File: config.mk
export PLATFORM = sky130hd
export DESIGN_NAME = mm_job_sequencer
export DESIGN_NICKNAME = d
export VERILOG_FILES = /design/src/rtl/mm_pkg.sv /design/src/rtl/mm_idx_counter.sv /design/src/rtl/mm_job_sequencer.sv
export SDC_FILE = /design/constraint.sdc
export NUM_CORES = 1
export LEC_CHECK = 0
export ABC_CLOCK_PERIOD_IN_PS = 7150
export CAP_MARGIN = 20
export CELL_PAD_IN_SITES_DETAIL_PLACEMENT = 1
export CELL_PAD_IN_SITES_GLOBAL_PLACEMENT = 1
export CORE_MARGIN = 3
export CORE_UTILIZATION = 48
export CTS_BUF_LIST = sky130_fd_sc_hd__clkbuf_4
export CTS_CLUSTER_SIZE = 12
export DETAILED_ROUTE_END_ITERATION = 6
export GPL_TIMING_DRIVEN = 0
export HOLD_SLACK_MARGIN = 0.05
export PLACE_DENSITY = 0.93
export SYNTH_ARGS = -nofsm -noshare
export SYNTH_HDL_FRONTEND = slang
export SYNTH_HIERARCHICAL = 1
export SYNTH_SLANG_ARGS = --single-unit
File: constraint.sdc
create_clock -name clk -period 7.15 [get_ports clk]
set_input_delay 2.145 -clock clk [delete_from_list [all_inputs] [get_ports clk]]
set_output_delay 2.145 -clock clk [all_outputs]
set_load 0.03 [all_outputs]
File: src/rtl/mm_pkg.sv
// Shared types and constants for the matrix-multiply job sequencer.
//   seq_state_t : sequencer FSM states
//   STAT_*      : bit positions inside the packed status word
package mm_pkg;

  typedef enum logic [1:0] {
    IDLE  = 2'd0,
    ISSUE = 2'd1,
    DRAIN = 2'd2
  } seq_state_t;

  localparam int unsigned STAT_BUSY  = 0;
  localparam int unsigned STAT_DONE  = 1;
  localparam int unsigned STAT_ERR   = 2;
  localparam int unsigned STAT_ABORT = 3;

endpackage

File: src/rtl/mm_idx_counter.sv
// Nested (i,j,k) wrap counter, k innermost, then j, then i.
// Ports:
//   clk, rst_n          : clock, async active-low reset
//   load                : reset indices to (0,0,0) using the m/n/k_len presented this cycle
//   step                : advance one position in the loop nest
//   m_len, n_len, k_len : loop bounds (nonzero while stepping)
//   i, j, k             : current indices (registered)
//   first, last         : k==0 / k==k_len-1 for the current indices (registered)
//   is_final            : current position is (m_len-1, n_len-1, k_len-1) (registered)
module mm_idx_counter #(
  parameter int unsigned DIM_W = 16
) (
  input  logic             clk,
  input  logic             rst_n,
  input  logic             load,
  input  logic             step,
  input  logic [DIM_W-1:0] m_len,
  input  logic [DIM_W-1:0] n_len,
  input  logic [DIM_W-1:0] k_len,
  output logic [DIM_W-1:0] i,
  output logic [DIM_W-1:0] j,
  output logic [DIM_W-1:0] k,
  output logic             first,
  output logic             last,
  output logic             is_final
);

  logic [DIM_W-1:0] m_max, n_max, k_max;
  logic [DIM_W-1:0] i_d, j_d, k_d;

  assign m_max = m_len - DIM_W'(1);
  assign n_max = n_len - DIM_W'(1);
  assign k_max = k_len - DIM_W'(1);

  // Next indices: load wins over step; wrap inner-to-outer.
  always_comb begin
    i_d = i;
    j_d = j;
    k_d = k;
    if (load) begin
      i_d = '0;
      j_d = '0;
      k_d = '0;
    end else if (step) begin
      if (k == k_max) begin
        k_d = '0;
        if (j == n_max) begin
          j_d = '0;
          i_d = (i == m_max) ? '0 : i + DIM_W'(1);
        end else begin
          j_d = j + DIM_W'(1);
        end
      end else begin
        k_d = k + DIM_W'(1);
      end
    end
  end

  // Flags are computed from the next indices so they stay aligned with them.
  always_ff @(posedge clk or negedge rst_n) begin
    if (!rst_n) begin
      i        <= '0;
      j        <= '0;
      k        <= '0;
      first    <= 1'b0;
      last     <= 1'b0;
      is_final <= 1'b0;
    end else if (load || step) begin
      i        <= i_d;
      j        <= j_d;
      k        <= k_d;
      first    <= (k_d == '0);
      last     <= (k_d == k_max);
      is_final <= (k_d == k_max) && (j_d == n_max) && (i_d == m_max);
    end
  end

endmodule

File: src/rtl/mm_job_sequencer.sv
// Walks the (i,j,k) loop nest of C[MxN] = A[MxK]*B[KxN], issuing one MAC op
// per handshake, counting write-back acks and producing the status bits.
// Ports:
//   clk, rst_n               : clock, async active-low reset
//   start, abort, clr_done   : one-cycle control pulses
//   cfg_m, cfg_k, cfg_n      : job dimensions, latched on an accepted start
//   op_valid/op_ready        : MAC op handshake; op_i/j/k, op_first, op_last payload
//   wb_ack                   : one pulse per C element written back
//   busy                     : job in progress
//   status                   : {28'b0, aborted, err, done, busy}
module mm_job_sequencer
  import mm_pkg::*;
#(
  parameter int unsigned DIM_W  = 16,
  parameter int unsigned STAT_W = 32
) (
  input  logic              clk,
  input  logic              rst_n,
  input  logic              start,
  input  logic              abort,
  input  logic              clr_done,
  input  logic [DIM_W-1:0]  cfg_m,
  input  logic [DIM_W-1:0]  cfg_k,
  input  logic [DIM_W-1:0]  cfg_n,
  output logic              op_valid,
  input  logic              op_ready,
  output logic [DIM_W-1:0]  op_i,
  output logic [DIM_W-1:0]  op_j,
  output logic [DIM_W-1:0]  op_k,
  output logic              op_first,
  output logic              op_last,
  input  logic              wb_ack,
  output logic              busy,
  output logic [STAT_W-1:0] status
);

  localparam int unsigned CNT_W = 2 * DIM_W;

  seq_state_t       state_q, state_d;
  logic [DIM_W-1:0] m_q, k_q, n_q;
  logic [CNT_W-1:0] wb_cnt_q, wb_cnt_d;
  logic [CNT_W-1:0] mn_total;
  logic             done_q, done_d;
  logic             err_q, err_d;
  logic             aborted_q, aborted_d;
  logic             cfg_ok, start_go, op_hs, idx_final;
  logic [DIM_W-1:0] lim_m, lim_k, lim_n;

  assign cfg_ok   = (cfg_m != '0) && (cfg_k != '0) && (cfg_n != '0);
  assign start_go = (state_q == IDLE) && start && cfg_ok;
  assign op_valid = (state_q == ISSUE);
  assign busy     = (state_q != IDLE);
  assign op_hs    = op_valid && op_ready;
  assign mn_total = CNT_W'(m_q) * CNT_W'(n_q);

  // The counter loads from the live cfg on the start cycle, the latched copy afterwards.
  assign lim_m = start_go ? cfg_m : m_q;
  assign lim_k = start_go ? cfg_k : k_q;
  assign lim_n = start_go ? cfg_n : n_q;

  mm_idx_counter #(.DIM_W(DIM_W)) u_idx (
    .clk      (clk),
    .rst_n    (rst_n),
    .load     (start_go),
    .step     (op_hs),
    .m_len    (lim_m),
    .n_len    (lim_n),
    .k_len    (lim_k),
    .i        (op_i),
    .j        (op_j),
    .k        (op_k),
    .first    (op_first),
    .last     (op_last),
    .is_final (idx_final)
  );

  // State and flag registers.
  always_ff @(posedge clk or negedge rst_n) begin
    if (!rst_n) begin
      state_q   <= IDLE;
      wb_cnt_q  <= '0;
      done_q    <= 1'b0;
      err_q     <= 1'b0;
      aborted_q <= 1'b0;
    end else begin
      state_q   <= state_d;
      wb_cnt_q  <= wb_cnt_d;
      done_q    <= done_d;
      err_q     <= err_d;
      aborted_q <= aborted_d;
    end
  end

  // Job dimensions are frozen for the lifetime of a job.
  always_ff @(posedge clk or negedge rst_n) begin
    if (!rst_n) begin
      m_q <= '0;
      k_q <= '0;
      n_q <= '0;
    end else if (start_go) begin
      m_q <= cfg_m;
      k_q <= cfg_k;
      n_q <= cfg_n;
    end
  end

  // Next state; clr_done is applied first so any completion event overrides it.
  always_comb begin
    state_d   = state_q;
    wb_cnt_d  = wb_cnt_q;
    done_d    = done_q;
    err_d     = err_q;
    aborted_d = aborted_q;

    if (clr_done) begin
      done_d    = 1'b0;
      err_d     = 1'b0;
      aborted_d = 1'b0;
    end

    if ((state_q != IDLE) && wb_ack) begin
      wb_cnt_d = wb_cnt_q + CNT_W'(1);
    end

    unique case (state_q)
      IDLE: begin
        if (start) begin
          done_d    = 1'b0;
          err_d     = 1'b0;
          aborted_d = 1'b0;
          if (cfg_ok) begin
            state_d  = ISSUE;
            wb_cnt_d = '0;
          end else begin
            err_d  = 1'b1;
            done_d = 1'b1;
          end
        end
      end
      ISSUE: begin
        if (abort) begin
          state_d   = IDLE;
          aborted_d = 1'b1;
          done_d    = 1'b0;
          err_d     = 1'b0;
        end else if (op_hs && idx_final) begin
          state_d = DRAIN;
        end
      end
      DRAIN: begin
        if (abort) begin
          state_d   = IDLE;
          aborted_d = 1'b1;
          done_d    = 1'b0;
          err_d     = 1'b0;
        end else if (wb_cnt_q == mn_total) begin
          state_d = IDLE;
          done_d  = 1'b1;
        end
      end
      default: state_d = IDLE;
    endcase
  end

  // Packed status word.
  always_comb begin
    status             = '0;
    status[STAT_BUSY]  = busy;
    status[STAT_DONE]  = done_q;
    status[STAT_ERR]   = err_q;
    status[STAT_ABORT] = aborted_q;
  end

endmodule
==> flow_metrics.env <==
export IMPL_status="finished, violations left"
export IMPL_violations="setup timing"
export IMPL_synth_edff_count=0
export IMPL_grt_pass1_vias=21540
export IMPL_postRouteAntennaNets=0
export IMPL_grt_pass1_wl_um=123000
export IMPL_setup_worst_path_end_class="flop"
export IMPL_cts_buffer_depth=2
export IMPL_min_period_ns=7.621
export IMPL_firstDrtPassIters=6
export IMPL_fmax_mhz=131.2
export IMPL_setup_slack_ns=-0.4708
export IMPL_dieArea_um2=43400
export IMPL_synth_avg_cell_area_um2=8.705
export IMPL_drv_cap=0
export IMPL_clockRootBuffer="clkbuf_4"
export IMPL_setup_viol=6
export IMPL_synth_top_cell_area_share_pct=19.77
export IMPL_hold_viol=0
export IMPL_grt_max_degree=84
export IMPL_synth_seq_cells=136
export IMPL_drcViolationCount=0
export IMPL_drive_gt1_share_pct=16.49
export IMPL_via_per_inst=6.616
export IMPL_core_area_um2=40100
export IMPL_cts_sinks=136
export IMPL_clock_skew_ns=0.04754
export IMPL_cp_data_arrival_time_ns=8.21
export IMPL_hpwl_um=57460
export IMPL_place_congestion=0.9734
export IMPL_yosysSeqAreaShare_pct=17.32
export IMPL_hold_class="reg2reg"
export IMPL_antenna_found_initial=1
export IMPL_async_flop_share_pct=100.0
export IMPL_num_vias=19940
export IMPL_syn_cell_area_um2=19650
export IMPL_chipWidth_um=208.3
export IMPL_synthFlopType="dfrtp_1"
export IMPL_synthCells=2257
export IMPL_synth_cell_types=102
export IMPL_finalNetCount=2838
export IMPL_worst_path_max_fanout=10
export IMPL_cts_tree="yes"
export IMPL_yosysTopAreaCell="fa_1"
export IMPL_std_cell_rows=73
export IMPL_ios=139
export IMPL_cp_start_kind="input port"
export IMPL_numCtsBuffers=17
export IMPL_fillCellCount=4570
export IMPL_place_inst=2920
export IMPL_maxSlewViolCount=0
export IMPL_start_util_pct=49.00
export IMPL_grt_use_total_pct=35.94
export IMPL_die_y_um=208.3
export IMPL_multiInputGateArea_um2=15430
export IMPL_seq_area_um2=3432
export IMPL_rsz0062_at_grt="true"
export IMPL_critPathKind="in2reg"
export IMPL_required_ns=7.74
export IMPL_portBuffers=110
export IMPL_initialDrtViolationCount=1969
export IMPL_place_area_um2=21540
export IMPL_yosysMostFrequentCell="nand2_1"
export IMPL_synthTopCellsByCount="nand2_1, inv_1, fa_1"
export IMPL_clk_transition_reported_paths_ns=0.18
export IMPL_h_tree_depth=4
export IMPL_period_share_pct=106.6
export IMPL_stdcell_count=3013
export IMPL_clock_latency_ns=0.64
export IMPL_syn_to_final_growth_pct=19.08
export IMPL_drt_wl_total_um=84730
export IMPL_post_drt_wl_per_cell_um=28.12
export IMPL_slew_headroom_pct=33.64
export IMPL_worst_pin_slew_ns=0.9955
export IMPL_stdcell_area_um2=23400
export IMPL_synth_warnings=6
export IMPL_synth_area_leaders="fa_1, dfrtp_1, ha_1, nand2_1, xnor2_1"
export IMPL_rrSetupSlack_ns=-0.11
export IMPL_grt_overflow_total=0
per-stage QoR:
step	hold WS, ns	setup TNS (ns)	setup slack, ns	util, %
after floorplan	0.4559	0	0.06755	-
after global placement	0.4673	-262.90	-2.559	53.65
after detailed placement	0.4740	-60.60	-2.738	53.72
after CTS	0.5111	0	0.0009308	57.00
after global routing	0.5532	-1.755	-0.4261	58.35
final	0.5377	-1.286	-0.4708	58.35
registers in the layout, indices dropped and copies added (netlist names):
register,cells
wb_cnt_q,32
u_idx/is_final,1
u_idx/j,16
u_idx/i,16
u_idx/first,1
u_idx/last,1
k_q,16
n_q,16
aborted_q,1
done_q,1
err_q,1
u_idx/k,16
m_q,16
state_q,2
layout by cell type, fill, tap and decap left out, types with 11 or more instances in the layout:
cell             instances
a211o_1                 11
a21o_1                  11
a21oi_1                 66
a31oi_1                 15
and2_1                 108
and3_1                  23
buf_4                   99
clkbuf_1                42
clkbuf_2                16
clkbuf_4                39
clkdlybuf4s50_1         66
conb_1                  28
dfrtp_1                113
dfrtp_2                 23
dlygate4sd2_1           29
fa_1                   194
ha_1                   112
inv_1                  220
mux2_2                  39
nand2_1                272
nand2b_1                11
nand3_1                 47
nand4_1                 44
nor2_1                 118
nor2b_1                 29
nor3_1                  44
nor4_1                  19
nor4_2                  13
nor4_4                  13
o211ai_1                11
o21ai_0                 44
or2_2                   11
or3_1                   22
or4_1                   11
xnor2_1                110
xor2_1                  72
cells by family after synthesis:
kind of cell               share of synthesized area [%]
buffers and inverters                              8.489
AOI/OAI and AO/OA                                  11.52
other                                            0.01909
adders and majority gates                          27.09
DFF                                                17.32
muxes                                              3.432
and+or+nand+nor                                    22.74
xor gates and xnor gates                           9.387
layout make-up:
| class | count | area share, % |
|---|---|---|
| Antenna cell | 1 | 0.01070 |
| Buffer | 145 | 4.342 |
| Clock buffer | 17 | 0.5455 |
| Clock inverter | 15 | 0.7059 |
| Inverter | 223 | 3.588 |
| Multi-Input combinational cell | 1770 | 65.95 |
| Sequential cell | 136 | 14.67 |
| Tap cell | 525 | 2.808 |
| Timing Repair Buffer | 181 | 7.380 |
path summary, 6_finish.rpt:
check	startpoint	end	cells past startpoint
worst max-delay path	cfg_n[8]	u_idx/is_final	23
worst min-delay path	u_idx/last	u_idx/last	1
worst max register to register	m_q[1]	state_q[0]	21
worst min register to register	u_idx/last	u_idx/last	1
max in group asynchronous	rst_n	n_q[5]	2
min in group asynchronous	rst_n	u_idx/is_final	1
worst max-delay path, stage by stage:
cell and delay, ns:
dlygate4sd2_1 0.27, nor4_2 0.31, nand4_1 0.39, nand3_2 0.25, nor2_4 0.06, buf_12 0.15, clkbuf_16 0.17, mux2_2 0.30
clkbuf_1 0.47, xor2_1 0.23, a21o_1 0.22, o21ai_0 0.61, o2111ai_2 0.29, nor3b_4 0.26, buf_6 0.18, buf_4 0.16
nand3b_4 0.12, or4_4 0.46, a21oi_2 0.19, o2111ai_2 0.15, nor4_4 0.44, o2111ai_2 0.19, o21ai_1 0.17
what timing repair did:
| item | 4_1_cts | 5_1_grt |
|---|---|---|
| hold buffers | 0 | 0 |
| resized for setup | 231 | 79 |
| cloned | 3 | 0 |
| setup endpoints to repair | 52 | 6 |
| pin swaps | 33 | 32 |
| buffers inserted | 36 | 32 |
routing by layer:
layer,track usage (%),routed length (µm),part of all wire (%),vias up
li1,-,-,-,8030
met3,5.881,7027,8.3,484
met1,43.54,30830,36,10030
met2,61.19,40530,48,1389
met4,19.65,6340,7.5,0
met5,0,0,0,-
Power is left out: the tool's default activity adds up to more than one toggle a clock period on the data nets, which glitch-free logic cannot reach.
